<file path="src/rtl/cordic_sincos.sv">
// Fully pipelined 12-iteration CORDIC rotator: sign-magnitude angle in degrees in,
// gain-scaled (K = 1.64676) sign-magnitude cosine and sine out, 14-edge latency.
module cordic_sincos (
    input  logic        clk,
    input  logic        reset,
    input  logic [19:0] angle,
    output logic [11:0] x,
    output logic [11:0] y
);

    localparam int ITER = 12;

    localparam logic signed [20:0] DEG_90 = 21'sd368640;
    localparam logic signed [15:0] ONE    = 16'sd4096;

    // atan(2^-i) in degrees, 12 fractional bits
    function automatic logic signed [20:0] atan_lut(input int i);
        case (i)
            0:       return 21'sd184320;
            1:       return 21'sd108810;
            2:       return 21'sd57492;
            3:       return 21'sd29184;
            4:       return 21'sd14649;
            5:       return 21'sd7331;
            6:       return 21'sd3667;
            7:       return 21'sd1833;
            8:       return 21'sd917;
            9:       return 21'sd458;
            10:      return 21'sd229;
            11:      return 21'sd115;
            default: return '0;
        endcase
    endfunction

    // Truncate to the 2^-9 LSB; a magnitude that truncates to zero never carries a sign.
    function automatic logic [11:0] to_sign_mag(input logic signed [15:0] v);
        logic [15:0] abs_v;
        logic [10:0] mag;
        abs_v = v[15] ? 16'(-v) : 16'(v);
        mag   = 11'(abs_v >> 3);
        return {v[15] && (mag != '0), mag};
    endfunction

    logic signed [20:0] z_in;
    logic signed [15:0] x_pre;
    logic signed [15:0] y_pre;
    logic signed [20:0] z_pre;

    // Quadrant pre-rotation brings |z| within the CORDIC convergence range.
    // NOTE: every signal gets a default at the top of always_comb so no path can infer a latch.
    always_comb begin
        z_in = {2'b00, angle[18:0]};
        if (angle[19]) begin
            z_in = -z_in;  // negative zero negates to zero
        end
        x_pre = ONE;
        y_pre = '0;
        z_pre = z_in;
        if (z_in > DEG_90) begin
            x_pre = '0;
            y_pre = ONE;
            z_pre = z_in - DEG_90;
        end else if (z_in < -DEG_90) begin
            x_pre = '0;
            y_pre = -ONE;
            z_pre = z_in + DEG_90;
        end
    end

    logic signed [15:0] x_pipe [0:ITER];
    logic signed [15:0] y_pipe [0:ITER];
    logic signed [20:0] z_pipe [0:ITER];

    // NOTE: the stage arrays are ordinary flops, not RAM, so they are all cleared on reset;
    // that is what guarantees zeros flush out after release instead of stale in-flight results.
    // NOTE: sequential state uses non-blocking assignments so every stage reads last cycle's values.
    always_ff @(posedge clk or negedge reset) begin
        if (!reset) begin
            for (int k = 0; k <= ITER; k++) begin
                x_pipe[k] <= '0;
                y_pipe[k] <= '0;
                z_pipe[k] <= '0;
            end
            x <= '0;
            y <= '0;
        end else begin
            x_pipe[0] <= x_pre;
            y_pipe[0] <= y_pre;
            z_pipe[0] <= z_pre;
            for (int i = 0; i < ITER; i++) begin
                if (z_pipe[i] >= 0) begin
                    x_pipe[i+1] <= x_pipe[i] - (y_pipe[i] >>> i);
                    y_pipe[i+1] <= y_pipe[i] + (x_pipe[i] >>> i);
                    z_pipe[i+1] <= z_pipe[i] - atan_lut(i);
                end else begin
                    x_pipe[i+1] <= x_pipe[i] + (y_pipe[i] >>> i);
                    y_pipe[i+1] <= y_pipe[i] - (x_pipe[i] >>> i);
                    z_pipe[i+1] <= z_pipe[i] + atan_lut(i);
                end
            end
            x <= to_sign_mag(x_pipe[ITER]);
            y <= to_sign_mag(y_pipe[ITER]);
        end
    end

endmodule

</file>
<file path="config.mk">
export PLATFORM = sky130hd
export DESIGN_NAME = cordic_sincos
export DESIGN_NICKNAME = d
export VERILOG_FILES = /design/src/rtl/cordic_sincos.sv
export SDC_FILE = /design/constraint.sdc
export NUM_CORES = 1
export LEC_CHECK = 0
export CORE_MARGIN = 2
export CORE_UTILIZATION = 45
export CTS_CLUSTER_DIAMETER = 120
export DETAILED_ROUTE_END_ITERATION = 8
export PLACE_DENSITY = 0.59
export RECOVER_POWER = 25
export SYNTH_ARGS = -nofsm -noshare
export SYNTH_HDL_FRONTEND = slang
export SYNTH_SLANG_ARGS = --single-unit
</file>
<file path="constraint.sdc">
create_clock -name clk -period 3.95 [get_ports clk]
set_input_delay 0.395 -clock clk [delete_from_list [all_inputs] [get_ports clk]]
set_output_delay 0.395 -clock clk [all_outputs]
set_load 0.005 [all_outputs]
</file>
Yosys cells after proc, flatten, opt, wreduce, memory -nomap -nowiden
Cells that the tools add are included.
Storage, ports and cells
  flip-flop bits (word level): 692
  output and inout port bits: 24
  logic and storage cells: 198
Cells by class
  $add $sub $neg: 74
  order comparisons: 14
  multiplexer cells: 66
  reduce and logical (&&, ||, !) cells: 4
Operators by type and width (number)
  $mux 21: 36
  $mux 16: 27
  $ge 21x1->1 const B: 12
  $add 21x21->21: 11
  $sub 21x21->21: 11
  $add 16x10->16: 2
  $add 16x11->16: 2
  $add 16x12->16: 2
  $add 16x13->16: 2
  $add 16x14->16: 2
  $add 16x15->16: 2
  $add 16x5->16: 2
  $add 16x6->16: 2
  $add 16x7->16: 2
  $add 16x8->16: 2
  $add 16x9->16: 2
  $sub 16x10->16: 2
  $sub 16x11->16: 2
  $sub 16x12->16: 2
  $sub 16x13->16: 2
  $sub 16x14->16: 2
  $sub 16x15->16: 2
  $sub 16x16->16: 2
  $sub 16x5->16: 2
  15 further kinds: 23

Depth between registers and ports, before layout
  depth in word-level cells: 5
  gate-level depth with buffers: 15
  mapped depth without buffers: 15

Worst setup path after synthesis
No wires, ideal clock.
  path type: register -> register
  from: register z_pipe[104] (netlist name)
  to: register y_pipe[62] (netlist name)
  library setup time: 0.080 ns
  data arrival time: 3.399 ns
  slack: 0.471 ns
  stages on the path, launching flop included: 14
  path buffers: 2
  period minus slack after synthesis: 3.479 ns
  cells stage by stage: dfrtp_1 clkbuf_1 clkbuf_1 o21ai_0 fa_1 a21o_1 a21oi_1 o21bai_1 a211oi_1 o31ai_1 or4_1 a31o_2 a21oi_1 xnor2_1
Between the ends
  longest elaborated chain between the ends: 2
Ends and longest elaborated chain
  start: declaration: RTL line 72  | logic signed [20:0] z_pipe [0:ITER];
  start signal: indexed assignment: RTL line 94  | z_pipe[i+1] <= z_pipe[i] - atan_lut(i);
  start signal: indexed assignment: RTL line 98  | z_pipe[i+1] <= z_pipe[i] + atan_lut(i);
  $ge 21x1->1: RTL line 91  | if (z_pipe[i] >= 0) begin
  $mux 16: RTL line 91
  end signal: indexed assignment: RTL line 93  | y_pipe[i+1] <= y_pipe[i] + (x_pipe[i] >>> i);
  end signal: indexed assignment: RTL line 97  | y_pipe[i+1] <= y_pipe[i] - (x_pipe[i] >>> i);
  end: declaration: RTL line 71  | logic signed [15:0] y_pipe [0:ITER];
Every way passes these cells.

Worst setup path after layout
  from: register x_pipe[87] (netlist name)
  to: register y_pipe[78] (netlist name)
Between the ends
  longest elaborated chain between the ends: 2
  elaborated cells between the ends (all ways): 3
  classes of those cells: 2 x add/sub; 1 x mux
Ends and longest elaborated chain
  start: declaration: RTL line 70  | logic signed [15:0] x_pipe [0:ITER];
  start signal: indexed assignment: RTL line 92  | x_pipe[i+1] <= x_pipe[i] - (y_pipe[i] >>> i);
  start signal: indexed assignment: RTL line 96  | x_pipe[i+1] <= x_pipe[i] + (y_pipe[i] >>> i);
  $sub 16x9->16 / $add 16x9->16 (equally long branches): RTL line 97, 93
  $mux 16 *: RTL line 91
Every way passes the cells marked *; elsewhere a longest branch is shown, timed or not.

==> results.json <==
{
  "floorplan.initialDensity_pct": 45.3,
  "crit_path_max_incr_delay_ns": 0.47,
  "placementRows": 105,
  "dr_total_vias": 26497,
  "synth-edff-count": 0,
  "max-clock-path-buffers": 3,
  "worst_path_most_repeated_cell": "a21oi_1",
  "route.detailed.wl_per_inst_um": 14.4,
  "worstPathMaxFanout": 4,
  "post-synth-top-area-fraction_pct": 37.3,
  "fp.dieArea_um2": 84900,
  "hp-class": "flop to flop",
  "clock-root-buffer": "clkbuf_16",
  "status": "finished with violations",
  "synth_ff_type": "dfrtp_1",
  "drt_iter0_drc": 1103,
  "htree_num_levels": 3,
  "mappedNetlistNets": 4357,
  "buffers_inserted_by_post_cts_timing_repair": 0,
  "count_of_synthesis_stage_warnings_from_yosys": 0,
  "ys_types": 72,
  "worstSetupPathType": "flop to flop",
  "detail_route.vias_per_cell": 5.23,
  "grt_start_max_net_pins": 93,
  "netlist.top_cell.by_area": "dfrtp_1",
  "post_route_cells_drive_above_1_share_pct": 4.90,
  "number_of_antenna_violations_at_the_first_check_in_global_routing": 0,
  "cts.sinks": 554,
  "slew_violations": 91,
  "relSlewSlack_pct": -51.5,
  "final_period_minus_worst_setup_slack_ns": 3.66,
  "finalSetupViolCount": 0,
  "cts_inserted_buffers": 67,
  "synth.area.top_cells": "dfrtp_1 (37%), ha_1 (16%), xnor2_1 (9.8%), a21oi_1 (3.6%), xor2_1 (2.9%)",
  "clkTransAtPathRegs_ns": 0.06,
  "timing.clock.skew_ns": 0.0232,
  "grt_overflow": 0,
  "timing.setup.tns_ns": 0,
  "synth.avg_cell_area_um2": 9.73,
  "fin_crit_sh_pct": 92.8,
  "synth.ff_latch_count": 554,
  "finalNetCount": 4486,
  "violated_checks": "max-capacitance violations, max-slew violations",
  "max_cap_check_violation_count": 1,
  "worst-path-buf-inv": 1,
  "clock_latency_at_the_later_pin_of_the_worst_skew_pair_ns": 0.61,
  "syn_area_um2": 37200,
  "finalWeightedCongestion": 0.855,
  "dp_slack_ns": 0.178,
  "chipHeight_um": 291,
  "grt_pass1_vias": 26642,
  "port_buffers": 45,
  "timing_worst_slew_pin_value_ns": 2.27,
  "place.detailed.hpwl_um": 57800,
  "end_kind": "flop",
  "crit_path_cell_trace": "inv_1 -> ha_1 -> nand2_1 -> o21ai_0 -> fa_1 -> a21o_1 -> a21oi_1 -> o21bai_1 -> a211oi_1 -> o31ai_1 -> or4_1 -> a31o_2 -> a21oi_1 -> xnor2_1",
  "core_region_area_um2": 82000,
  "first_pass_iters": 5,
  "synth_commonest_cells": "dfrtp_1 (554), ha_1 (487), xnor2_1 (414)",
  "route.detailed.drc": 0,
  "timing.final.hold_violations": 0,
  "gr-usage-all-layers_pct": 17.7,
  "insertedDiodeCount": 0,
  "synthesis.instances": 3820,
  "cp_data_required_time_ns": 4.47,
  "wl_um": 72900,
  "worst_path_dominant_cell_family": "compound AO/OA/AOI/OAI gates",
  "rsz0062_at_grt": "false",
  "area_growth_syn_to_layout_pct": 11.5,
  "final_critical_path_setup_slack_ns": 0.285,
  "synth_most_common_cell": "dfrtp_1",
  "fp.dieW_um": 291,
  "synth-async-reset-ratio_pct": 100,
  "maxClockFrequency_mhz": 273,
  "antenna_left": 0,
  "yosysSeqAreaShare_pct": 37.3,
  "crit_path_top_delay_cell": "fa_1",
  "element_type_at_the_critical_path_start": "flop",
  "arrival_ns": 4.18,
  "cts_tree": "built",
  "boundary_pins": 46,
  "grt_pass1_wl_um": 126000
}
==> stage by stage <==
stage	util (%)	hold WS, ns	area [µm²]	cells
6_report	50.6	0.342	41400	5070
4_1_cts	50.7	0.266	41500	5070
3_5_place_dp	47.9	0.335	39300	4949
5_1_grt	50.6	0.353	41400	5070
3_3_place_gp	47.9	0.333	39300	4949
2_1_floorplan	-	0.0994	37200	3820
==> path summary, 6_finish.rpt <==
kind / startpoint / end / slack (ns) / cells past startpoint
worst max-delay path: x_pipe[87]$_DFF_PN0_ / y_pipe[78]$_DFF_PN0_ / 0.29 / 14
worst min-delay path: z_pipe[257]$_DFF_PN0_ / z_pipe[236]$_DFF_PN0_ / 0.34 / 0
worst max register to register: x_pipe[87]$_DFF_PN0_ / y_pipe[78]$_DFF_PN0_ / 0.29 / 14
worst min register to register: z_pipe[257]$_DFF_PN0_ / z_pipe[236]$_DFF_PN0_ / 0.34 / 0
max in group asynchronous: reset / y_pipe[71]$_DFF_PN0_ / 0.85 / 3
min in group asynchronous: reset / z_pipe[61]$_DFF_PN0_ / 1.03 / 2
==> state kept, by name, indices dropped and copies added (netlist names) <==
register	count
y	12
x_pipe	147
x	12
y_pipe	151
z_pipe	232
==> area by class of cell <==
class / count / area, µm²
clock buffer: 84 / 1840
inverter: 252 / 946
sequential: 554 / 13900
multi-input combinational: 2975 / 22200
tap: 1070 / 1340
fill: 7652 / 40500
timing repair buffer: 99 / 841
clock inverter: 36 / 405
==> cell families (layout without fill, tap and decap cells) <==
| group | Yosys count | count (layout) | share of synthesized area (%) |
|---|---|---|---|
| buffers and inverters | 291 | 471 | 2.94 |
| DFF | 554 | 554 | 37.3 |
| xor gates and xnor gates | 537 | 537 | 12.7 |
| muxes | 14 | 14 | 0.384 |
| and+or+nand+nor | 968 | 968 | 12.6 |
| adders and majority gates | 517 | 517 | 18.0 |
| AOI/OAI and AO/OA | 939 | 939 | 16.2 |
==> placed cells by master, fill, tap and decap left out, types with 19 or more instances in the layout <==
cell and n:
fa_1 28, o21ai_0 209, dfrtp_1 554, o41ai_1 27, a31oi_1 34, clkbuf_16 69
clkdlybuf4s50_1 42, o31ai_1 62, a21boi_0 22, nand4_1 22, nor2_1 275, inv_1 252
xnor2_1 414, nand2_1 231, a21oi_1 268, a21o_1 87, ha_1 487, nand2b_1 59
buf_4 38, nor3_1 87, xor2_1 123, a211oi_1 22, o21bai_1 61, nand3_1 72
clkbuf_1 19, o21a_1 50, nor2b_1 59, or3_1 51
==> repair_timing <==
action | 4_1_cts | 5_1_grt
endpoints found under the hold margin | 83 | 0
hold buffers | 1 | 0
gates resized for setup | 0 | 0
==> per-layer routing <==
metal,vias up,wire length (µm),GRT usage [%]
met5,-,0,0
met4,0,2210,5.76
met3,139,1940,2.63
met2,262,36100,32.0
met1,12330,32700,21.6
li1,13766,-,-
Power is left out: the tool's default activity adds up to more than one toggle a clock period on the data nets, which glitch-free logic cannot reach.
